### config.mk
export PLATFORM = sky130hd
export DESIGN_NAME = cpu_bus_sequencer
export DESIGN_NICKNAME = d
export VERILOG_FILES = /design/src/rtl/cpu_bus_sequencer.sv
export SDC_FILE = /design/constraint.sdc
export NUM_CORES = 1
export LEC_CHECK = 0
export ABC_AREA = 1
export BUFFER_PORTS_ARGS = -buffer_cell sky130_fd_sc_hd__buf_2
export CAP_MARGIN = 20
export CELL_PAD_IN_SITES_DETAIL_PLACEMENT = 1
export CELL_PAD_IN_SITES_GLOBAL_PLACEMENT = 2
export CORE_ASPECT_RATIO = 0.7
export CORE_MARGIN = 10
export CORE_UTILIZATION = 27
export CTS_BUF_LIST = sky130_fd_sc_hd__clkbuf_16
export CTS_CLUSTER_DIAMETER = 100
export DETAILED_ROUTE_END_ITERATION = 6
export HOLD_SLACK_MARGIN = 0.02
export PLACE_DENSITY_LB_ADDON = 0.15
export SYNTH_ARGS = -nofsm -noshare
export SYNTH_HDL_FRONTEND = slang
export SYNTH_SLANG_ARGS = --single-unit
### constraint.sdc
create_clock -name clk -period 1.4 [get_ports clk]
set_input_delay 0.14 -clock clk [delete_from_list [all_inputs] [get_ports clk]]
set_output_delay 0.14 -clock clk [all_outputs]
set_load 0.01 [all_outputs]
### src/rtl/cpu_bus_sequencer.sv
// CPU bus sequencer: quadrature E/Q phase generator, latched address decode,
// registered chip selects/write strobe and palette RAM arbitration with video.
module cpu_bus_sequencer #(
  parameter int unsigned PH_DIV = 2
) (
  input  logic        clk,
  input  logic        rst,
  input  logic        cpu_as_n,
  input  logic        cpu_rnw,
  input  logic [15:0] cpu_addr,
  input  logic        woco,
  input  logic        init,
  input  logic        rmrd,
  input  logic        vid_pal_req,
  input  logic [9:0]  vid_pal_addr,
  output logic        cpu_e,
  output logic        cpu_q,
  output logic        cs_io_n,
  output logic        cs_cram_n,
  output logic        cs_vram_n,
  output logic        cs_obj_n,
  output logic        we_n,
  output logic        vid_pal_gnt,
  output logic [9:0]  cram_addr
);

  localparam int unsigned CNT_W = 4;
  localparam logic [CNT_W-1:0] TICK_AT = CNT_W'(PH_DIV - 1);

  typedef enum logic [2:0] {P0, P1, STR, P2, P3} state_t;
  typedef enum logic [2:0] {R_NONE, R_IO, R_CRAM, R_VRAM, R_OBJ} region_t;

  // Region decode; priority order keeps the regions mutually exclusive.
  function automatic region_t decode(input logic        as_n,
                                     input logic [15:0] a,
                                     input logic        wc,
                                     input logic        in,
                                     input logic        rm);
    logic is_cram, is_io, is_obj, is_vram;
    is_cram = (a[15:10] == 6'h00) && wc;
    is_io   = (a >= 16'h5F80) && (a <= 16'h5F9F);
    is_obj  = !rm && in && (((a >= 16'h7800) && (a <= 16'h7807)) ||
                            ((a >= 16'h7C00) && (a <= 16'h7FFF)));
    is_vram = (a >= 16'h4000) && (a <= 16'h7FFF);
    if (as_n)         return R_NONE;
    else if (is_cram) return R_CRAM;
    else if (is_io)   return R_IO;
    else if (is_obj)  return R_OBJ;
    else if (is_vram) return R_VRAM;
    else              return R_NONE;
  endfunction

  logic [CNT_W-1:0] cnt_q, cnt_d;
  state_t           state_q, state_d;
  region_t          region_q, region_d;
  logic             rnw_q, rnw_d;
  logic [9:0]       addr_lo_q, addr_lo_d;
  logic             cpu_e_q, cpu_e_d;
  logic             cpu_q_q, cpu_q_d;
  logic             cs_io_n_q, cs_io_n_d;
  logic             cs_cram_n_q, cs_cram_n_d;
  logic             cs_vram_n_q, cs_vram_n_d;
  logic             cs_obj_n_q, cs_obj_n_d;
  logic             we_n_q, we_n_d;
  logic             gnt_q, gnt_d;
  logic [9:0]       cram_addr_q, cram_addr_d;
  logic             tick_c;
  logic             active_c;

  assign tick_c = (cnt_q == TICK_AT);

  always_ff @(posedge clk or posedge rst) begin
    if (rst) begin
      cnt_q       <= '0;
      state_q     <= P0;
      region_q    <= R_NONE;
      rnw_q       <= 1'b0;
      addr_lo_q   <= '0;
      cpu_e_q     <= 1'b0;
      cpu_q_q     <= 1'b0;
      cs_io_n_q   <= 1'b1;
      cs_cram_n_q <= 1'b1;
      cs_vram_n_q <= 1'b1;
      cs_obj_n_q  <= 1'b1;
      we_n_q      <= 1'b1;
      gnt_q       <= 1'b0;
      cram_addr_q <= '0;
    end else begin
      cnt_q       <= cnt_d;
      state_q     <= state_d;
      region_q    <= region_d;
      rnw_q       <= rnw_d;
      addr_lo_q   <= addr_lo_d;
      cpu_e_q     <= cpu_e_d;
      cpu_q_q     <= cpu_q_d;
      cs_io_n_q   <= cs_io_n_d;
      cs_cram_n_q <= cs_cram_n_d;
      cs_vram_n_q <= cs_vram_n_d;
      cs_obj_n_q  <= cs_obj_n_d;
      we_n_q      <= we_n_d;
      gnt_q       <= gnt_d;
      cram_addr_q <= cram_addr_d;
    end
  end

  // Next state and next registered outputs; everything moves only on a tick.
  always_comb begin
    cnt_d       = tick_c ? '0 : cnt_q + CNT_W'(1);
    state_d     = state_q;
    region_d    = region_q;
    rnw_d       = rnw_q;
    addr_lo_d   = addr_lo_q;
    cpu_e_d     = cpu_e_q;
    cpu_q_d     = cpu_q_q;
    cs_io_n_d   = cs_io_n_q;
    cs_cram_n_d = cs_cram_n_q;
    cs_vram_n_d = cs_vram_n_q;
    cs_obj_n_d  = cs_obj_n_q;
    we_n_d      = we_n_q;
    gnt_d       = gnt_q;
    cram_addr_d = cram_addr_q;
    active_c    = 1'b0;

    if (tick_c) begin
      unique case (state_q)
        P0: begin
          state_d   = P1;
          rnw_d     = cpu_rnw;
          addr_lo_d = cpu_addr[9:0];
          region_d  = decode(cpu_as_n, cpu_addr, woco, init, rmrd);
        end
        P1:      state_d = ((region_q == R_CRAM) && vid_pal_req) ? STR : P2;
        STR:     state_d = P2;
        P2:      state_d = P3;
        P3:      state_d = P0;
        default: state_d = P0;
      endcase

      active_c    = (state_d != P0);
      cpu_e_d     = (state_d == P2) || (state_d == P3);
      cpu_q_d     = (state_d == P1) || (state_d == STR) || (state_d == P2);
      cs_io_n_d   = !(active_c && (region_d == R_IO));
      cs_cram_n_d = !(active_c && (region_d == R_CRAM));
      cs_vram_n_d = !(active_c && (region_d == R_VRAM));
      cs_obj_n_d  = !(active_c && (region_d == R_OBJ));
      we_n_d      = !(cpu_e_d && !rnw_d && (region_d != R_NONE));
      // Grant is sampled once per phase so a request dropped mid-phase keeps it.
      gnt_d       = (state_d == STR) || ((state_d == P0) && vid_pal_req);
      cram_addr_d = gnt_d ? vid_pal_addr : addr_lo_d;
    end
  end

  assign cpu_e       = cpu_e_q;
  assign cpu_q       = cpu_q_q;
  assign cs_io_n     = cs_io_n_q;
  assign cs_cram_n   = cs_cram_n_q;
  assign cs_vram_n   = cs_vram_n_q;
  assign cs_obj_n    = cs_obj_n_q;
  assign we_n        = we_n_q;
  assign vid_pal_gnt = gnt_q;
  assign cram_addr   = cram_addr_q;

endmodule
==> results.ini, run 1 <==
[status]
outcome=finished, violations left
violations=setup timing

[yosys]
syn-instance-count=249
synth.area.top_cells=dfrtp_1 (41%), nand2_1 (13%), dfstp_2 (6.4%), inv_1 (5.5%), nor2_1 (4.4%)
synth_top_area_share_pct=41.44
synth_fp_nets=283
yosys_warnings=0
ys_seq_area_share_pct=47.84
ys_seq_elements=39
yosysTopAreaCell=dfrtp_1
synth-edff-count=0
async_reset_ff_share_pct=100.0
synth_ff_type=dfrtp_1
syn-mean-instance-area_sq_um=8.246
yosysUniqueCellTypes=30
syn-cell-area_sq_mm=0.002053

[sta]
hold_violations=0
finalSetupViolations=14
fin_worst_skew_ps=6.671
finalCritPeriodShare_pct=103.8
timing.final.crit_period_ps=1453
setup_tns_ps=-375.1
finalWorstSetupSlack_ps=-53.08
worst_pin_slew_ps=409.0
finalMaxSlewViolations=0
max_freq_ghz=0.6882
rsz0062_at_grt=true
max-slew-margin-rel_pct=72.70

[final_layout]
utilization_pct=40.95
layout.cells.non_filler=426
regArea_sq_um=982.2
diodes=0
multi_input_area_sq_mm=0.001091
drive_gt1_share_pct=44.51
nFillCells=910
syn_to_final_growth_pct=46.62
fin_nets=361

[clock_network]
tritoncts=built
cts_sinks=39
clock_latency_ps=280
root_buffer=clkbuf_16
clk_pin_slew_ps=60
htree_levels=2
cts.path.max_buffers=2
numCtsBuffers=5

[power]
ir_drop_uv=752.7
power_mw=6.174
power.density_mw_per_mm2=2051
p_leak_nw=1.469

[routing]
drc=0
vias_per_cell=4.469
vias=1904
dr.pass1.iters=4
routedWlPerCell_um=15.48
drt_wl_total_um=6596
drt_iter0_drc=77
ant_nets=0

[critical_path]
cp_max_fo=5
crit_chain=inv_1 -> nand2_1 -> a21oi_2 -> a22oi_2 -> buf_6 -> nor2_4 -> o22ai_2 -> nand2_1
cp.required_ps=1620
crit_cells=8
max_stage_delay_ps=410
cp.arrival_ps=1670
crit_family=flip-flops
crit_path_end_kind=flip-flop
critPathBufInv=2
reg2reg_depth=8
crit_slowest_cell=dfrtp_1
crit_path_start_kind=flip-flop
crit_top_cell=nand2_1
worstSetupPathType=flip-flop to flip-flop

[die]
start_util_pct=27.93
num_rows=26
die_area_sq_mm=0.01155
dieHeight_um=92.96
core_area_sq_mm=0.007352
io_pins=52
dieWidth_um=124.2

[placed_design]
pre_cts_ws_ps=-43.41
hpwl_um=4873
place_congestion=0.7545
port-buffer-count=51
placed_cells=411

[flow_run]
max_cap_violations=0

[grt]
grtUsageTotal_pct=11.17
grt_pass1_wl_um=10610
grt_max_degree=32
grt_pass1_vias=2082
antenna_found_initial=0
grt_overflow=0

[worst_hold_path]
hp-class=input port to flip-flop
min_path_cells=3

-- timing repair --
item                                    4_1_cts  5_1_grt
cloned                                        1        2
hold buffers                                  1        0
endpoints found under the setup margin       16       32
setup buffers                                 1        2
resized for setup                             8       41
hold endpoints to repair                      3        0
pin swaps                                     3       11
-- cell usage after synthesis (2+ instances only) --
library cell  count
inv_1            30
nor2_4            2
or2_2             3
nand4_1           3
a21o_1            4
nand3b_1          2
a21oi_1           6
o21ai_0           8
nor2_1           24
o21bai_1          7
nand3_1           8
dfstp_2           5
nor3_1            2
nand2_1          69
buf_2             7
nor2_2            3
dfrtp_1          34
a21oi_2           4
o22ai_1          11
buf_6             2
a211oi_2          6
-- final timing paths --
kind,endpoint,startpoint,slack [ps]
setup / recovery,cram_addr[5],state_q[0],-50
hold / removal,cram_addr[6],vid_pal_addr[6],100
setup reg to reg,cram_addr[5],state_q[0],-50
hold reg to reg,cpu_q,cpu_q,470
max in group asynchronous,cram_addr[3],rst,500
min in group asynchronous,region_q[1],rst,390
-- cells in the final DEF, fill, tap and decap left out, types with 4 or more instances in the layout --
cell       count
nand3_1        5
nor2_2         8
a21o_1         4
dfrtp_1       34
clkbuf_16      7
buf_4         18
nor2_4         5
dfstp_2        5
o21ai_1        4
nor2_1        17
buf_6          4
a21oi_2        7
o21ai_0        5
a211oi_4       4
inv_1         27
o22ai_2        9
nand2_1       65
o21bai_1       7
nand3_2        4
buf_2         51
-- report_power, final --
group / total [mW] / switching (mW) / internal, mW / leakage, nW
combinational: 3.23 / 1.73 / 1.51 / 0.935
clock: 1.11 / 0.463 / 0.650 / 0.0733
sequential: 1.83 / 0.216 / 1.61 / 0.461
-- stage by stage --
step                cell area, sq um  hold WS [ps]
global placement                2576         141.8
finish                          3010         96.83
global route                    3010         97.30
CTS                             2764         82.64
detailed placement              2576         149.9
floorplan                       2053         284.5
-- logic make-up (layout without fill, tap and decap cells) --
family	Yosys count	count (layout)	synth area share, %
buf+inv	40	118	8.592
xor+xnor	2	2	0.8533
flops	39	39	47.84
simple gates	119	120	25.35
compound gates	49	49	17.37
-- final cells by class --
cell class                      instances  area share (%)
Inverter                               31           3.948
Clock buffer                            5           4.156
Sequential cell                        39           32.63
Timing Repair Buffer                   79           18.45
Tap cell                               98           4.073
Clock inverter                          3          0.4988
Multi-Input combinational cell        171           36.24
-- registers in the layout (all words and copies together), names as in the netlist --
name,flops
cs_vram_n,1
cpu_q,1
rnw_q,1
cs_obj_n,1
we_n,1
region_q,3
cram_addr,10
cnt_q,4
state_q,3
addr_lo_q,10
cs_cram_n,1
cs_io_n,1
vid_pal_gnt,1
cpu_e,1
-- routing by layer --
metal	global-route usage, %	wire (um)
met5	0	0
met4	2.901	59
met3	3.246	254
met2	18.08	3080
met1	14.26	3203
-- worst register-to-register path: cells and delay by family (launching register included) --
family / cells / cell delay (ps)
compound gates: 3 / 370
buf+inv: 2 / 240
flops: 1 / 410
simple gates: 3 / 380
No activity file was read; power rests on OpenSTA's default activity.
==> run 2, diff against run 1 <==
--- a/config.mk
+++ b/config.mk
@@ -18,6 +18,7 @@
 export DETAILED_ROUTE_END_ITERATION = 6
 export HOLD_SLACK_MARGIN = 0.02
 export PLACE_DENSITY_LB_ADDON = 0.15
+export RECOVER_POWER = 100
 export SYNTH_ARGS = -nofsm -noshare
 export SYNTH_HDL_FRONTEND = slang
 export SYNTH_SLANG_ARGS = --single-unit
==> results.ini, run 2 (same netlist as run 1, synthesis figures left out) <==
[status]
outcome=finished, violations left
violations=setup timing

[power]
swShare_pct=39.29  ; +0.35 points
power.density_mw_per_mm2=2050  ; about the same
power_mw=6.130  ; -0.72%
seqPwrFrac_pct=29.9  ; +0.3 points
p_leak_nw=1.429  ; -2.7%
p_int_mw=3.721  ; -1.3%
ir_drop_uv=753.2  ; about the same
pwr-share-clk_pct=18.2  ; +0.2 points
pwr-share-comb_pct=51.9  ; -0.4 points
p_sw_mw=2.409  ; +0.18%

[grt]
grt_overflow=0  ; unchanged
grt_max_degree=32  ; unchanged
grtUsageTotal_pct=11.17  ; unchanged
grt_pass1_vias=2082  ; unchanged
grt_pass1_wl_um=10610  ; unchanged
antenna_found_initial=0  ; unchanged

[critical_path]
cp.required_ps=1620  ; about the same
crit_slowest_cell=dfrtp_1
rr_endpoint=cram_addr[5]
r2r_start=state_q[0]
timing.critical_path.from=state_q[0]
crit_path_start_kind=flip-flop
crit_path_end_kind=flip-flop
cp.arrival_ps=1670  ; about the same
rrSetupSlack_ps=-50  ; about the same
crit_top_cell=nand2_1
cp_max_fo=5  ; unchanged
crit_chain=inv_1 -> nand2_1 -> a21oi_2 -> a22oi_2 -> buf_6 -> nor2_4 -> o22ai_2 -> nand2_1
worstSetupPathType=flip-flop to flip-flop
max_stage_delay_ps=410  ; about the same
reg2reg_depth=8  ; unchanged

[final_layout]
nFillCells=915  ; +0.55%
syn_to_final_growth_pct=45.64
utilization_pct=40.67  ; -0.27 points
diodes=0  ; unchanged
final_common_cell=nand2_1
final_cell_mix=nand2_1 (65), buf_2 (38), dfrtp_1 (34)
fin_nets=361  ; unchanged
layout.cells.non_filler=426  ; unchanged
drive_gt1_share_pct=40.24  ; -4.3 points

[sta]
hold_violations=0  ; unchanged
finalSetupViolations=14  ; unchanged
fin_worst_skew_ps=6.659  ; -0.01182 ps
timing.final.crit_period_ps=1452  ; -1.336 ps
worst_pin_slew_ps=409.0  ; -0.0005960 ps
max_freq_ghz=0.6888  ; about the same
setup_tns_ps=-364.1  ; +11.00 ps
rsz0062_at_grt=true
max-slew-margin-rel_pct=72.70  ; unchanged
finalCritPeriodShare_pct=103.7  ; about the same
finalWorstSetupSlack_ps=-51.74  ; +1.336 ps
finalMaxSlewViolations=0  ; unchanged

[routing]
dr.pass1.iters=4  ; unchanged
vias=1908  ; +0.21%
vias_per_cell=4.479  ; +0.21%
drt_iter0_drc=86  ; +12%
routedWlPerCell_um=15.43  ; -0.33%
drt_wl_total_um=6574  ; -0.33%
ant_nets=0  ; unchanged
drc=0  ; unchanged

[clock_network]
numCtsBuffers=5  ; unchanged
cts_sinks=39  ; unchanged
root_buffer=clkbuf_16
htree_levels=2  ; unchanged
clock_latency_ps=280  ; about the same
tritoncts=built
cts.path.max_buffers=2  ; unchanged
clk_pin_slew_ps=60  ; about the same

[die]
start_util_pct=27.93  ; unchanged
core_area_sq_mm=0.007352  ; unchanged
dieHeight_um=92.96  ; unchanged
die_area_sq_mm=0.01155  ; unchanged
dieWidth_um=124.2  ; unchanged
num_rows=26  ; unchanged
io_pins=52  ; unchanged

[worst_hold_path]
hold_path_end=cram_addr[6]
worstHoldStart=vid_pal_addr[6]
min_path_cells=3  ; unchanged
hp-class=input port to flip-flop

[placed_design]
placed_cells=411  ; unchanged
port-buffer-count=51  ; unchanged
place_congestion=0.7545  ; unchanged
hpwl_um=4873  ; unchanged
pre_cts_ws_ps=-43.41  ; unchanged

[flow_run]
max_cap_violations=0  ; unchanged

[run 2: cell count changes in the layout (fill, tap and decap cells not counted), sizes merged]
cell	delta
buf	-14
clkbuf	+14
[run 2: critical path: cells and delay by family, from the launching register on]
family	cells	cell delay (ps)
AOI/OAI and AO/OA	3	360
buffers and inverters	2	240
DFF	1	410
and+or+nand+nor	3	370
[run 2: per-stage QoR]
stage                     hold slack, ps  instance area, sq um
after floorplan                    284.5                  2053
after global placement             141.8                  2576
after detailed placement           149.9                  2576
after CTS                          82.64                  2764
after global routing               97.30                  2990
final                              95.76                  2990
[run 2: routing by layer]
layer  wire length (um)  vias to the layer above  share of wire, %  track usage (%)
met3                240                        6               3.7            3.246
met2               3086                       31                47            18.08
met5                  0                        -                 0                0
met1               3187                      910                48            14.26
met4                 59                        0              0.90            2.901
li1                   -                      961                 -                -
[run 2: power by group through the flow]
stage,Sequential (mW),Clock (mW),Combinational [mW]
after detailed placement,1.84,0,2.50
after floorplan,1.93,0,1.48
after CTS,1.83,1.15,2.63
after global placement,1.82,0,2.47
after global routing,1.89,1.20,3.53
final,1.83,1.11,3.18
[run 2: worst max path at each step]
stage          cells after the start      endpoint  slack (ps)
3_3_place_gp                      11     cs_cram_n         -70
2_1_floorplan                      7  cram_addr[0]          30
6_report                           8  cram_addr[5]         -50
5_1_grt                            8          we_n        -140
3_5_place_dp                       7  cram_addr[5]         -40
4_1_cts                            8          we_n         -50
[run 2: area by class of cell]
class                   instances  area (sq um)  area share, %
well taps                      98         122.6          4.100
clock inverters                 3         15.01         0.5021
multi-input cells             171          1091          36.49
inverters                      31         118.9          3.975
flip-flops and latches         39         982.2          32.85
clock buffers                   5         125.1          4.184
repair buffers                 79         535.5          17.91
[run 2: repair_timing]
action | CTS | global route
setup buffers | 1 | 2
gates resized for setup | 8 | 41
endpoints found under the setup margin | 16 | 32
pin swaps | 3 | 11
gates cloned | 1 | 2
hold buffers | 1 | 0
endpoints found under the hold margin | 3 | 0
==> run 3, diff against run 2 <==
--- a/config.mk
+++ b/config.mk
@@ -5,14 +5,13 @@
 export SDC_FILE = /design/constraint.sdc
 export NUM_CORES = 1
 export LEC_CHECK = 0
-export ABC_AREA = 1
 export BUFFER_PORTS_ARGS = -buffer_cell sky130_fd_sc_hd__buf_2
 export CAP_MARGIN = 20
 export CELL_PAD_IN_SITES_DETAIL_PLACEMENT = 1
 export CELL_PAD_IN_SITES_GLOBAL_PLACEMENT = 2
 export CORE_ASPECT_RATIO = 0.7
 export CORE_MARGIN = 10
-export CORE_UTILIZATION = 27
+export CORE_UTILIZATION = 28
 export CTS_BUF_LIST = sky130_fd_sc_hd__clkbuf_16
 export CTS_CLUSTER_DIAMETER = 100
 export DETAILED_ROUTE_END_ITERATION = 6
==> constraint.sdc (replaced) <==
create_clock -name clk -period 1.4 [get_ports clk]
set_input_delay 0.42 -clock clk [delete_from_list [all_inputs] [get_ports clk]]
set_output_delay 0.42 -clock clk [all_outputs]
set_load 0.01 [all_outputs]
==> results.ini, run 3 <==
[sta]
worst_pin_slew_ps=869.5  ; +460.5 ps
max-slew-margin-rel_pct=42.03  ; -31 points
finalCritPeriodShare_pct=123.2  ; +20 points
hold_violations=0  ; unchanged
max_freq_ghz=0.5797  ; -16%
fin_worst_skew_ps=4.917  ; -1.742 ps
finalWorstSetupSlack_ps=-325.1  ; -273.3 ps
timing.final.crit_period_ps=1725  ; +273.3 ps
rsz0062_at_grt=true
finalSetupViolations=34  ; +20
finalMaxSlewViolations=0  ; unchanged

[flow_run]
max_cap_violations=0  ; unchanged

[final_layout]
diodes=0  ; unchanged
drive_gt1_share_pct=55.00  ; +15 points
syn_to_final_growth_pct=76.78
fin_nets=353  ; -2.2%
utilization_pct=50.91  ; +10 points
final_common_cell=buf_4
final_cell_mix=buf_4 (41), nand2_1 (36), dfrtp_1 (34)

[clock_network]
cts.path.max_buffers=2  ; unchanged
clock_latency_ps=280  ; about the same
root_buffer=clkbuf_16
htree_levels=2  ; unchanged
cts_hold_buf=0  ; -1
clk_pin_slew_ps=60  ; about the same
cts_sinks=39  ; unchanged
numCtsBuffers=5  ; unchanged
tritoncts=built

[placed_design]
port-buffer-count=51  ; unchanged
hpwl_um=4663  ; -4.3%
place_congestion=0.7737  ; +2.5%
pre_cts_ws_ps=-592.9  ; -549.5 ps

[power]
power.density_mw_per_mm2=1982  ; -3.3%
swShare_pct=37.48  ; -1.8 points
p_leak_nw=1.527  ; +6.9%
seqPwrFrac_pct=28.3  ; -1.6 points
pwr-share-clk_pct=16.4  ; -1.8 points
pwr-share-comb_pct=55.2  ; +3.3 points
p_int_mw=4.261  ; +15%
ir_drop_uv=691.8  ; -8.1%
p_sw_mw=2.555  ; +6.1%

[yosys]
yosys_warnings=0  ; unchanged
yosysTopAreaCell=dfrtp_1
synth_fp_nets=236  ; -17%
ys_seq_elements=39  ; unchanged
synth.area.top_cells=dfrtp_1 (44%), o21ai_0 (8.5%), nand2_1 (8.3%), dfstp_2 (6.8%), mux2i_1 (3.6%)
synth_ff_type=dfrtp_1
synth_top_area_share_pct=43.73  ; +2.3 points
syn-mean-instance-area_sq_um=9.632  ; +17%
yosysUniqueCellTypes=40  ; +33%
synth-edff-count=0  ; unchanged
syn-cell-area_sq_mm=0.001946  ; -5.2%
synthTopCellsByCount=nand2_1 (43), dfrtp_1 (34), o21ai_0 (33)
ys_seq_area_share_pct=50.48  ; +2.6 points
yosysMostFrequentCell=nand2_1
async_reset_ff_share_pct=100.0  ; unchanged
syn-instance-count=202  ; -19%

[routing]
drc=0  ; unchanged
ant_nets=0  ; unchanged
vias_per_cell=4.800  ; +7.2%
dr.pass1.iters=4  ; unchanged
vias=1987  ; +4.1%
drt_wl_total_um=7587  ; +15%
drt_iter0_drc=58  ; -33%
routedWlPerCell_um=18.33  ; +19%

[status]
violations=setup timing
outcome=finished, violations left

[critical_path]
max_stage_delay_ps=410  ; about the same
worstSetupPathType=flip-flop to flip-flop
crit_top_cell=o21ai_1
crit_path_end_kind=flip-flop
crit_path_start_kind=flip-flop
cp_max_fo=8  ; +3
cp.arrival_ps=1890  ; +220 ps
r2r_start=state_q[1]
rrSetupSlack_ps=-330  ; -270 ps
cp.required_ps=1570  ; -50 ps
crit_chain=buf_6 -> buf_8 -> nor3_4 -> buf_12 -> mux2i_4 -> nand2_1 -> o21ai_1 -> o21ai_1
timing.critical_path.from=state_q[1]
crit_slowest_cell=dfrtp_1

[die]
core_area_sq_mm=0.006756  ; -8.1%
dieWidth_um=119.6  ; -3.7%
die_area_sq_mm=0.01074  ; -7.0%
io_pins=52  ; unchanged
dieHeight_um=89.74  ; -3.5%
num_rows=25  ; -3.8%
start_util_pct=28.80  ; +0.87 points

[grt]
grt_pass1_vias=2210  ; +6.1%
antenna_found_initial=0  ; unchanged
grt_overflow=0  ; unchanged
grt_pass1_wl_um=11990  ; +13%
grt_max_degree=19  ; -41%
grtUsageTotal_pct=13.67  ; +2.5 points

[worst_hold_path]
hp-class=input port to asynchronous set/reset pin

==> run 3: cell families after synthesis <==
kind of cell / share of synthesized area (%)
flip-flops: 50.48
buffers and inverters: 4.051
multiplexers: 6.495
AND/OR/NAND/NOR: 20.00
XOR/XNOR: 0.9005
AO/OA/AOI/OAI: 18.07
==> run 3: final timing paths <==
kind                                end  depth (start not counted)
max                        cram_addr[9]                          8
min                        cram_addr[5]                          2
max reg2reg                cram_addr[9]                          8
min reg2reg                       cpu_e                          2
max in group asynchronous    state_q[1]                          3
min in group clk                  rnw_q                          2
==> run 3: what timing repair did <==
item	CTS	global route
pin swaps	9	30
cloned	7	0
buffers inserted	10	14
endpoints found under the setup margin	33	34
resized for setup	53	55
==> run 3: metrics by stage <==
step | setup TNS [ps] | power [mW] | hold WS (ps) | instances | cell area (sq um)
after CTS | -5277 | 5.998 | 147.9 | 402 | 3158
after global placement | -6501 | 4.082 | 447.1 | 377 | 2631
after global routing | -9643 | 7.266 | 108.4 | 414 | 3440
after detailed placement | -7194 | 4.148 | 453.5 | 377 | 2631
final | -7364 | 6.816 | 81.87 | 414 | 3440
after floorplan | -2711 | 3.286 | 447.9 | 202 | 2003
==> run 3: layout make-up <==
| class | count | area [sq um] |
|---|---|---|
| Fill cell | 758 | 3317 |
| Multi-Input combinational cell | 148 | 1221 |
| Sequential cell | 39 | 982.2 |
| Timing Repair Buffer | 121 | 963.4 |
| Clock buffer | 5 | 125.1 |
| Tap cell | 94 | 117.6 |
| Clock inverter | 3 | 15.01 |
| Inverter | 4 | 15.01 |
==> run 3: power by group through the flow <==
stage	logic (mW)	registers (mW)	clock network (mW)
detailed placement	2.29	1.86	0
floorplan	1.35	1.93	0
finish	3.76	1.93	1.12
global placement	2.23	1.85	0
global route	4.08	1.98	1.21
CTS	2.98	1.87	1.14
==> run 3: metal layers <==
| layer | global-route usage (%) | wire [um] | vias up |
|---|---|---|---|
| met5 | 0 | 0 | - |
| li1 | - | - | 952 |
| met4 | 2.104 | 42 | 0 |
| met2 | 23.08 | 3829 | 33 |
| met3 | 3.248 | 224 | 8 |
| met1 | 17.53 | 3490 | 994 |
==> run 3: worst max-delay path, delay by kind of cell, from the launching register on <==
| family | cells | cell delay [ps] |
|---|---|---|
| AOI/OAI and AO/OA | 2 | 160 |
| buffers and inverters | 3 | 460 |
| DFF | 1 | 410 |
| muxes | 1 | 270 |
| and+or+nand+nor | 2 | 320 |
